--- config.mk ---
export PLATFORM = sky130hd
export DESIGN_NAME = snd_cmd_fifo
export DESIGN_NICKNAME = d
export VERILOG_FILES = /design/src/rtl/snd_cmd_fifo.sv
export SDC_FILE = /design/constraint.sdc
export NUM_CORES = 1
export LEC_CHECK = 0
export ABC_AREA = 1
export BUFFER_PORTS_ARGS = -buffer_cell sky130_fd_sc_hd__buf_2
export CAP_MARGIN = 20
export CORE_ASPECT_RATIO = 1.4
export CORE_UTILIZATION = 32
export CTS_CLUSTER_DIAMETER = 80
export CTS_CLUSTER_SIZE = 14
export DETAILED_ROUTE_END_ITERATION = 10
export GPL_ROUTABILITY_DRIVEN = 0
export PLACE_DENSITY = 0.5
export SETUP_SLACK_MARGIN = 0.02
export SLEW_MARGIN = 20
export SYNTH_ARGS = -nofsm -noshare
export SYNTH_HDL_FRONTEND = slang
export SYNTH_SLANG_ARGS = --single-unit
--- constraint.sdc ---
create_clock -name clk -period 1.5 [get_ports clk]
set_input_delay 0.225 -clock clk [delete_from_list [all_inputs] [get_ports clk]]
set_output_delay 0.225 -clock clk [all_outputs]
set_load 0.01 [all_outputs]
--- src/rtl/snd_cmd_fifo.sv ---
`default_nettype none
// ============================================================================
//  Module   : snd_cmd_fifo
//  Purpose  : Sound-command mailbox between the main 6809 board and the sound
//             CPU. The decoder's active-low write strobe and the sound CPU's
//             active-low read strobe are both asynchronous to clk. Each one is
//             synchronised, and its rising (trailing) edge is detected. Bytes
//             are queued in a small FIFO and presented first-word-fall-through.
//  Ports    : clk        system clock (>= 8x the 6809 E clock)
//             rst_n      asynchronous active-low reset
//             sndstb     active-low sound write strobe (async)
//             d[7:0]     main CPU data bus
//             snd_rd_n   active-low sound CPU read strobe (async)
//             ovfclr     clears the sticky overflow flag (active high)
//             snd_data   FIFO head byte, 0x00 when empty
//             snd_irq_n  low while the FIFO holds at least one byte
//             sndbusy    high when the FIFO is full
//             sndovf     sticky overflow flag
//  Revision : 1.0  initial release
// ============================================================================
module snd_cmd_fifo #(
  parameter int DEPTH = 4,
  parameter int AW    = 2
) (
  input  logic       clk,
  input  logic       rst_n,
  input  logic       sndstb,
  input  logic [7:0] d,
  input  logic       snd_rd_n,
  input  logic       ovfclr,
  output logic [7:0] snd_data,
  output logic       snd_irq_n,
  output logic       sndbusy,
  output logic       sndovf
);

  localparam logic [AW:0]   c_full    = (AW+1)'(DEPTH);
  localparam logic [AW:0]   c_cnt_one = (AW+1)'(1);
  localparam logic [AW-1:0] c_ptr_one = AW'(1);

  // --------------------------------------------------------------------------
  // Strobe synchronisers. All stages reset to 1 (strobe idle), so a strobe
  // that is already low when reset releases shows up only as a falling edge.
  // That falling edge is ignored, and the strobe then pushes exactly once
  // when it rises.
  // --------------------------------------------------------------------------
  logic r_stb_s1, r_stb_s2, r_stb_s3;
  logic r_rd_s1,  r_rd_s2,  r_rd_s3;

  always_ff @(posedge clk or negedge rst_n) begin
    if (!rst_n) begin
      r_stb_s1 <= 1'b1;
      r_stb_s2 <= 1'b1;
      r_stb_s3 <= 1'b1;
      r_rd_s1  <= 1'b1;
      r_rd_s2  <= 1'b1;
      r_rd_s3  <= 1'b1;
    end else begin
      r_stb_s1 <= sndstb;
      r_stb_s2 <= r_stb_s1;
      r_stb_s3 <= r_stb_s2;
      r_rd_s1  <= snd_rd_n;
      r_rd_s2  <= r_rd_s1;
      r_rd_s3  <= r_rd_s2;
    end
  end

  // Trailing-edge events: one per strobe pulse, whatever its length.
  logic w_push;
  logic w_pop;

  assign w_push = r_stb_s2 & ~r_stb_s3;
  assign w_pop  = r_rd_s2  & ~r_rd_s3;

  // --------------------------------------------------------------------------
  // Data hold register. It follows the bus while the first synchroniser stage
  // reports the strobe low. The byte that is pushed is the bus value on the
  // edge where the strobe is first seen high at s1. That edge is the last one
  // with s1 still low at its input. The data bus is stable there on a 6809
  // write, because it is held through the end of E.
  // --------------------------------------------------------------------------
  logic [7:0] r_hold;

  always_ff @(posedge clk or negedge rst_n) begin
    if (!rst_n) begin
      r_hold <= 8'h00;
    end else if (!r_stb_s1) begin
      r_hold <= d;
    end
  end

  // --------------------------------------------------------------------------
  // FIFO control. Full and empty are taken from the occupancy count only, so
  // the pointers can wrap freely.
  // --------------------------------------------------------------------------
  logic [AW-1:0] r_wr_ptr;
  logic [AW-1:0] r_rd_ptr;
  logic [AW:0]   r_count;
  logic          r_ovf;

  logic w_full;
  logic w_empty;
  logic w_do_pop;
  logic w_do_push;
  logic w_ovf_set;

  assign w_full    = (r_count == c_full);
  assign w_empty   = (r_count == '0);
  // A pop on an empty FIFO is simply ignored.
  assign w_do_pop  = w_pop & ~w_empty;
  // When the FIFO is full, a push is still accepted if a pop frees a slot on
  // the same edge. The slot being written is then the old head slot.
  assign w_do_push = w_push & (~w_full | w_do_pop);
  assign w_ovf_set = w_push & w_full & ~w_do_pop;

  always_ff @(posedge clk or negedge rst_n) begin
    if (!rst_n) begin
      r_wr_ptr <= '0;
      r_rd_ptr <= '0;
      r_count  <= '0;
    end else begin
      if (w_do_push) begin
        r_wr_ptr <= r_wr_ptr + c_ptr_one;
      end
      if (w_do_pop) begin
        r_rd_ptr <= r_rd_ptr + c_ptr_one;
      end
      case ({w_do_push, w_do_pop})
        2'b10:   r_count <= r_count + c_cnt_one;
        2'b01:   r_count <= r_count - c_cnt_one;
        default: r_count <= r_count;
      endcase
    end
  end

  // If a new overflow and a clear arrive on the same edge, the new overflow
  // takes priority over the clear.
  always_ff @(posedge clk or negedge rst_n) begin
    if (!rst_n) begin
      r_ovf <= 1'b0;
    end else if (w_ovf_set) begin
      r_ovf <= 1'b1;
    end else if (ovfclr) begin
      r_ovf <= 1'b0;
    end
  end

  // --------------------------------------------------------------------------
  // Storage. It has no reset: an entry is only visible when the count says it
  // is valid, and an empty FIFO always shows 0x00.
  // --------------------------------------------------------------------------
  logic [7:0] r_mem [DEPTH];

  always_ff @(posedge clk) begin
    if (w_do_push) begin
      r_mem[r_wr_ptr] <= r_hold;
    end
  end

  // --------------------------------------------------------------------------
  // Outputs are decoded only from registers, so no input reaches an output
  // without first passing through a flop.
  // --------------------------------------------------------------------------
  assign snd_data  = w_empty ? 8'h00 : r_mem[r_rd_ptr];
  assign snd_irq_n = w_empty;
  assign sndbusy   = w_full;
  assign sndovf    = r_ovf;

endmodule
`default_nettype wire

Word level (Yosys, flattened, before mapping)
Memories as Yosys holds them, arrays and structs flattened. Index checks and enable logic that the tools add are counted.

Add/subtract/negate cells: 4. Bitwise operators: 12. Eq/ne operators: 3. Reduce and logical (&&, ||, !) cells: 3. Multiplexer cells: 6.

Operators by type and width (number): $mux W8 (1); $and A1 B1 Y1 (6); $pmux W3 S2 (1); $not A1 Y1 (5); $add A2 B1 Y2 const B (2); $mux W1 (4); $reduce_bool A2 Y1 (2); $add A3 B1 Y3 const B (1); $eq A3 B3 Y1 const B (1); $logic_not A3 Y1 (1); $sub A3 B1 Y3 const B (1); $eq A2 B1 Y1 const B (1); $eq A2 B2 Y1 const B (1); $or A1 B1 Y1 (1).

Memories: 1. Register bits: 22. RAM bits: 32. Word-level logic and storage cells: 40. Input port bits: 13. Output and inout port bits: 11.

Memories: r_mem (depth 4, width 8, read ports 1, clocked after Yosys merged registers in 0, wr ports 1, RTL line 152) `logic [7:0] r_mem [DEPTH];`.

Longest topological paths before layout
Gate-level depths: netlist of the first run.

Depth after elaboration: 7. Mapped depth: 9.

Worst setup path after synthesis of the first run
No wires, ideal clock.

Path kind: flip-flop to flip-flop. Start: register r_rd_s2. End: register r_count[2]. Data required time: 1387 ps. Setup time: 113 ps. Buffers on the path: 0. Cell stages (with the launch flop): 9. Slack: -129 ps. Arrival: 1516 ps. Path through: dfstp_2 > inv_1 > nor2_8 > nand3_2 > fa_1 > nand4_1 > nand3_1 > nand2_1 > inv_1.

Cells in the longest elaborated chain, start to end: 6.

RTL lines: start, declared (RTL line 48) `logic r_rd_s1, r_rd_s2, r_rd_s3;`; start signal, assigned (RTL line 63) `r_rd_s2 <= r_rd_s1;`; $and A1 B1 Y1 * (RTL line 73) `assign w_pop = r_rd_s2 & ~r_rd_s3;`; $and A1 B1 Y1 * (RTL line 110) `assign w_do_pop = w_pop & ~w_empty;`; $or A1 B1 Y1 (RTL line 113) `assign w_do_push = w_push & (~w_full | w_do_pop);`; $and A1 B1 Y1 (RTL line 113); $eq A2 B1 Y1 / $eq A2 B2 Y1 (equally long branches) (RTL line 128) `case ({w_do_push, w_do_pop})`; $pmux W3 S2 / $reduce_bool A2 Y1 (equally long branches); end signal, assigned (RTL line 129) `2'b10: r_count <= r_count + c_cnt_one;`; end signal, assigned (RTL line 130) `2'b01: r_count <= r_count - c_cnt_one;`; end signal, assigned (RTL line 131) `default: r_count <= r_count;`; end, declared (RTL line 98) `logic [AW:0] r_count;`.

Every way passes the cells marked *; elsewhere a longest branch is shown, timed or not. A chain may end at the register's enable or synchronous reset.

Worst setup path in the final report of the first run
Start: register r_rd_ptr[0]. End: output snd_data[2].

Cells in the longest elaborated chain, start to end: 2.

RTL lines: start, declared (RTL line 97) `logic [AW-1:0] r_rd_ptr;`; start signal, assigned (RTL line 126) `r_rd_ptr <= r_rd_ptr + c_ptr_one;`; $mem_v2 Z4 W8; $mux W8 (RTL line 164) `assign snd_data = w_empty ? 8'h00 : r_mem[r_rd_ptr];`; end, declared (RTL line 31) `output logic [7:0] snd_data,`.

Every way passes these cells.

==> summary.txt, run 1 <==
Outcome
  • Status: finished, violations left
  • Failing checks: negative setup slack

Worst hold path
  • Worst min-delay path category: in2reg

STA
  • Final period utilization: 1.09
  • Setup-failing EPs final: 11
  • Final max-slew violation count: 0
  • Highest clock frequency the design can meet: 0.611 GHz
  • Setup Total Neg Slack: -0.752 ns
  • Setup slack of the critical path after layout: -0.136 ns
  • Final number of hold-violating endpoints: 0
  • Crit path time final: 1.64 ns
  • Worst slew margin: 0.649
  • Worst hold margin: just under 0.1 ns
  • Worst clock skew: roughly 0.0075 ns
  • Unrepaired setup endpoints after global routing: yes
  • Worst slew pin tran: 0.527 ns

Synth
  • Sequential share of the synthesized area: 0.674
  • Syn nets: 198
  • Syn Std Cell Area: 2250 um^2
  • Async SR Flop Fraction: 0.407
  • Post-synthesis area per instance: around 13 um^2
  • Post-synth EDFFs: 32
  • Post-synthesis cell count: 180
  • Flip-flop and latch count after synthesis: 54
  • Synth Warn #: 0
  • Number of distinct library cells after synthesis: 26
  • Main synth FF type: edfxtp_1

Worst setup path
  • Crit path DAT: 1.41 ns
  • Crit start category: flip-flop
  • Critical setup path kind: reg2out
  • Critical Path Fanout Max: 9
  • Critical Path Sink Type: output pin
  • Data required time at the worst endpoint: between 1 and 1.5 ns

Power and ir drop
  • PwrDens: 1720 nW/um^2
  • Largest voltage drop on the vdd net: 0.00105 V
  • Internal power: between 3 and 4 mW
  • Clk pwr share: 0.192
  • Switching power of the nets: 1.71 mW
  • Share of total power in combinational logic: 0.408
  • Share of power burned in registers: 0.400
  • Post-route total power: 4.95 mW
  • Leakage power: 1.19 nW
  • Switching portion of total power: 0.345

Floorplan
  • Core ar.: 6700 um^2
  • Die span in y: around 100 um
  • Area of the die: roughly 7400 um^2
  • Standard-cell rows: 35
  • Initial cell density of the core: 0.336
  • X dimension of the die: 72.9 um
  • Boundary pin count: 24

Global route
  • Number of antenna violations at the first check in global routing: 0
  • Pin count of the biggest net entering global routing: 23
  • Overall global routing resource usage: 0.121
  • Total congestion overflow: 0
  • Wire length of the first global-routing pass: 6470 um
  • Vias in the first global route: 1,356

Detailed routing
  • Post-DR wirelength/cell: 12.1 um
  • Number of routed nets with antenna violations: 0
  • Detail-routed via count per cell: ~4.1
  • Iteration-0 DRC Markers: 39
  • Total Routed Length: 3940 um
  • Number of vias after detailed routing: 1,346
  • # DRC: 0
  • TritonRoute pass-1 iters: 3

CTS
  • Root buffer cell: clkbuf_8
  • CTS clock-pin slew for the worst setup and hold paths: 0.09 ns
  • Clock tree buffer depth: 2
  • Clock buffers created by TritonCTS: 5
  • Skew-Pair Late Insertion Delay: 0.30 ns
  • Clock sink total: 54
  • Number of levels the H-tree was split into: 2
  • CTS tree: yes

Placement
  • Count of buffers from port buffering: 23
  • Placed inst area: 2620 um^2
  • Half-perimeter wire length after detailed placement: about 2700 um
  • DP Cell Count: 309
  • Worst setup slack before clock tree synthesis: -0.0494 ns

Finish
  • Number of nets in the final layout: 250
  • Post-synthesis to final-layout area growth: 28.1%
  • Share of cells above drive strength 1: 0.399
  • Count of non-filler cells in the finished layout: 325
  • Antenna diode instance count: 0
  • Layout Utilization: 0.431
  • Final design instance area without fill: between 2000 and 3000 um^2

Job
  • Max-cap check violation count: 0
==> worst paths after layout <==
check,from,to,slack [ns],depth (start not counted)
setup / recovery,r_rd_ptr[0],snd_data[2],-0.14,5
hold / removal,ovfclr,sndovf,0.1,2
setup reg to reg,r_rd_s2,r_count[1],-0.04,7
hold reg to reg,r_rd_s1,r_rd_s2,0.36,0
max in group asynchronous,rst_n,r_rd_ptr[0],0.69,2
min in group asynchronous,rst_n,sndovf,0.43,2
==> cells in the final DEF (no fill, tap or decap), types with 3 or more instances in the layout <==
cell / instances
nor2_2: 4
dfrtp_1: 14
inv_2: 5
xor2_1: 3
dlygate4sd3_1: 3
nor2_1: 33
nor2_4: 3
mux2_2: 8
clkbuf_8: 5
o21ai_1: 14
edfxtp_1: 32
nand2_1: 4
ha_1: 4
o21ai_0: 3
dfstp_2: 6
a21oi_1: 10
buf_4: 12
buf_2: 23
inv_1: 14
buf_6: 10
==> synth_stat cells, types with 3 or more instances <==
master    instances  area, um^2
o21ai_1          11        55.1
nand2_4           3        33.8
mux2_2            8        90.1
dfrtp_1          16         400
dfstp_2           6         158
inv_1            18        67.6
edfxtp_1         32         961
a21oi_1          10        50.1
o21ai_0           6        30.0
nand2_1           5        18.8
xor2_1            3        26.3
buf_2             3        15.0
ha_1              4        50.1
nor2_1           38         143
==> kinds of logic (layout without fill, tap and decap cells) <==
kind of cell    Yosys count  after routing  synth area share
simple gates             56             56             0.125
flops                    54             54             0.674
compound gates           29             29            0.0711
buf+inv                  25             78            0.0467
mux                       8              8            0.0400
fa+ha+maj                 5              5            0.0311
xor+xnor                  3              3            0.0117
==> sequential cells by signal, summed over array words and instances, names as in the netlist, 2 cells and up <==
register  count
r_count       3
r_hold        8
r_mem        32
r_rd_ptr      2
r_wr_ptr      2
==> layout make-up <==
class	count	area, um^2
sequential	54	1520
fill	640	3810
multi-input combinational	101	672
inverter	20	77.6
tap	92	115
timing repair buffer	50	388
clock inverter	3	42.5
clock buffer	5	68.8
==> routing by layer <==
metal	GRT usage	vias up	share of wire
met2	0.231	19	0.55
met3	0.0219	6	0.030
met4	0.0543	0	0.020
li1	-	705	-
met1	0.126	616	0.40
met5	0	-	0
==> critical path: stages (launching register included) <==
cell,delay (ns)
dfrtp_2,0.46
inv_2,0.10
buf_12,0.12
o21ai_0,0.08
a21oi_1,0.19
buf_2,0.16
==> power groups by stage <==
| stage | Clock, mW | Combinational, mW | Sequential (mW) |
|---|---|---|---|
| floorplan | 0 | 1.16 | 1.96 |
| global placement | 0 | 1.79 | 2.00 |
| detailed placement | 0 | 1.80 | 2.01 |
| CTS | 0.980 | 1.88 | 1.98 |
| global route | 1.03 | 2.28 | 2.01 |
| finish | 0.951 | 2.02 | 1.98 |
==> timing repair <==
item / in CTS / in global routing
setup endpoints to repair: 43 / 44
gates resized for setup: 13 / 16
hold buffers: 1 / 2
pin swaps: 8 / 9
setup buffers: 2 / 4
hold endpoints to repair: 16 / 2
Power figures use the tool's default switching activity.
==> run 2: changes to the inputs <==
clock period = 1.36 ns   (was 1.5 ns; I/O delays follow)
==> run 2 against run 1 <==
Net effect: the run still ends with negative setup slack left; core utilization is 1.1 points higher; cell count is 0.31% higher; first-iteration DRC count is 28% higher; non-clock buffer count is 1 higher; flip-flop and latch count stayed put; sequential share of layout area is 1.4 points lower; register-to-register slack worse by 0.15 ns; critical path depth is 1 higher; design area is 2.6% higher; global-route usage is 0.47 points higher; clock power is 10% higher; clock skew hardly changed.
==> summary.txt, run 2 (synthesis gave the netlist of run 1 again) <==
Placement
  • Half-perimeter wire length after detailed placement: 2840 um
  • Worst setup slack before clock tree synthesis: -0.192 ns
  • DP Cell Count: a little over 300
  • Count of buffers from port buffering: 23

Worst setup path
  • Crit Reg-Reg Endpoint: r_count[1]
  • Delay of the slowest cell on the worst path: about 0.44 ns
  • Data required time at the worst endpoint: 1.16 ns
  • Critical Path Sink Type: output pin
  • Master of the slowest instance on the critical path: dfrtp_2
  • Reg2Reg Depth: 7
  • Critical path launch point: r_rd_ptr[0]
  • Reg2Reg Launch Point: r_rd_s2
  • Critical Path Fanout Max: 8
  • Critical setup path kind: reg2out
  • Most common cell on crit path: nor2_1
  • Crit path DAT: 1.42 ns
  • Crit start category: flip-flop
  • Cells along the critical path: buf_6, nor2_1, nor2_1, o21ai_1, a21oi_2, buf_2
  • Register-to-Register Setup Slack: -0.19 ns

Global route
  • GR Util met2: 0.221
  • Number of antenna violations at the first check in global routing: 0
  • Wire length of the first global-routing pass: slightly below 7000 um
  • Pin count of the biggest net entering global routing: 23
  • Overall global routing resource usage: 0.126
  • Fraction of met1 tracks used by global routing: 0.148
  • Total congestion overflow: 0
  • Vias in the first global route: 1,388
  • Global routing usage on met3: 0.0269
  • Most utilized layer in the global route result: met2

Power and ir drop
  • Post-route total power: 5.62 mW
  • Leakage power: 1.21 nW
  • Largest voltage drop on the vdd net: 0.000864 V
  • PwrDens: 1900 nW/um^2

CTS
  • Skew-Pair Late Insertion Delay: 0.30 ns
  • Clock sink total: 54
  • Clock buffers created by TritonCTS: 5
  • Number of levels the H-tree was split into: 2
  • CTS tree: yes
  • CTS clock-pin slew for the worst setup and hold paths: 0.09 ns
  • Clock tree buffer depth: 2
  • Root buffer cell: clkbuf_8

STA
  • Final max-slew violation count: 0
  • Worst hold margin: 0.0846 ns
  • Worst slew margin: 0.647
  • Worst slew pin tran: 0.529 ns
  • Worst clock skew: 0.00797 ns
  • Setup-failing EPs final: 46
  • Setup slack of the critical path after layout: -0.262 ns
  • Unrepaired setup endpoints after global routing: yes
  • Final number of hold-violating endpoints: 0
  • Highest clock frequency the design can meet: 0.616 GHz
  • Crit path time final: 1.62 ns
  • Final period utilization: 1.19

Floorplan
  • Core ar.: about 6700 um^2
  • Area of the die: 7380 um^2
  • Boundary pin count: 24
  • Die span in y: between 100 and 150 um
  • Initial cell density of the core: 0.336
  • Standard-cell rows: 35
  • X dimension of the die: 72.9 um

Worst hold path
  • Worst Hold Endpoint: sndovf
  • Hold path startpoint: ovfclr
  • Worst hold path cell count: 2
  • Worst min-delay path category: in2reg

Detailed routing
  • Number of vias after detailed routing: 1,418
  • Iteration-0 DRC Markers: 50
  • TritonRoute pass-1 iters: 4
  • Detail-routed via count per cell: ~4.3
  • Total Routed Length: between 4000 and 5000 um
  • Number of routed nets with antenna violations: 0
  • # DRC: 0
  • Post-DR wirelength/cell: 13.0 um

Job
  • Max-cap check violation count: 0

Finish
  • Commonest cells after routing, fill and taps aside: nor2_1, edfxtp_1, buf_2
  • Max reg flops: 32
  • Post-synthesis to final-layout area growth: 31.5%
  • Top register by number of flip-flops: r_mem
  • Number of nets in the final layout: 252
  • Filler cells: about 650
  • Share of cells above drive strength 1: 0.419
  • Antenna diode instance count: 0
  • Commonest non-fill, non-tap cell in the layout: nor2_1
  • Count of non-filler cells in the finished layout: 326
  • Largest regs: r_mem x32, r_hold x8, r_count x3
  • Layout Utilization: 0.442

Outcome
  • Status: finished, violations left
  • Failing checks: negative setup slack
## run 2: worst max-delay path, delay by kind of cell, from the launching register on
kind / cells / cell delay, ns
buffers and inverters: 2 / 0.30
AOI/OAI and AO/OA: 2 / 0.25
DFF: 1 / 0.44
and+or+nand+nor: 2 / 0.14
## run 2: final cells by class
class                      count  area [um^2]  share of cell area
sequential                    54         1520               0.513
multi-input combinational    101          711               0.240
timing repair buffer          51          414               0.140
tap                           92          115              0.0389
inverter                      20         87.6              0.0296
clock buffer                   5         68.8              0.0232
clock inverter                 2         38.8              0.0131
timing repair inverter         1         6.26             0.00211
## run 2: through the flow
| step | instance area (um^2) | TNS, ns |
|---|---|---|
| global placement | 2700 | -4.64 |
| detailed placement | 2700 | -5.09 |
| floorplan | 2290 | -0.890 |
| global route | 2960 | -9.07 |
| finish | 2960 | -6.14 |
| CTS | 2900 | -7.60 |
## run 2: layer usage
metal	routed length [um]	part of all wire	vias up
li1	-	-	714
met5	0	0	-
met4	55	0.013	0
met3	87	0.020	4
met1	1790	0.42	684
met2	2310	0.54	16
## run 2: what timing repair did
action	CTS	global route
buffers inserted	7	2
hold buffers	3	0
gates resized for setup	16	17
pin swaps	12	10
endpoints found under the setup margin	46	48
gates cloned	0	2
hold endpoints to repair	18	0
## run 2: worst max-delay path by stage
| stage | depth (start not counted) | end |
|---|---|---|
| floorplan | 7 | r_count[1] |
| global placement | 7 | r_count[1] |
| detailed placement | 7 | r_count[1] |
| CTS | 6 | snd_data[0] |
| global route | 6 | snd_data[3] |
| finish | 6 | snd_data[3] |
## run 2: report_power, final
part	leakage (nW)	internal, mW	switching (mW)	total (mW)
Combinational	0.613	1.08	1.32	2.39
Sequential	0.541	2.02	0.167	2.18
Clock	0.0542	0.542	0.504	1.05
Total	1.21	3.64	1.99	5.62
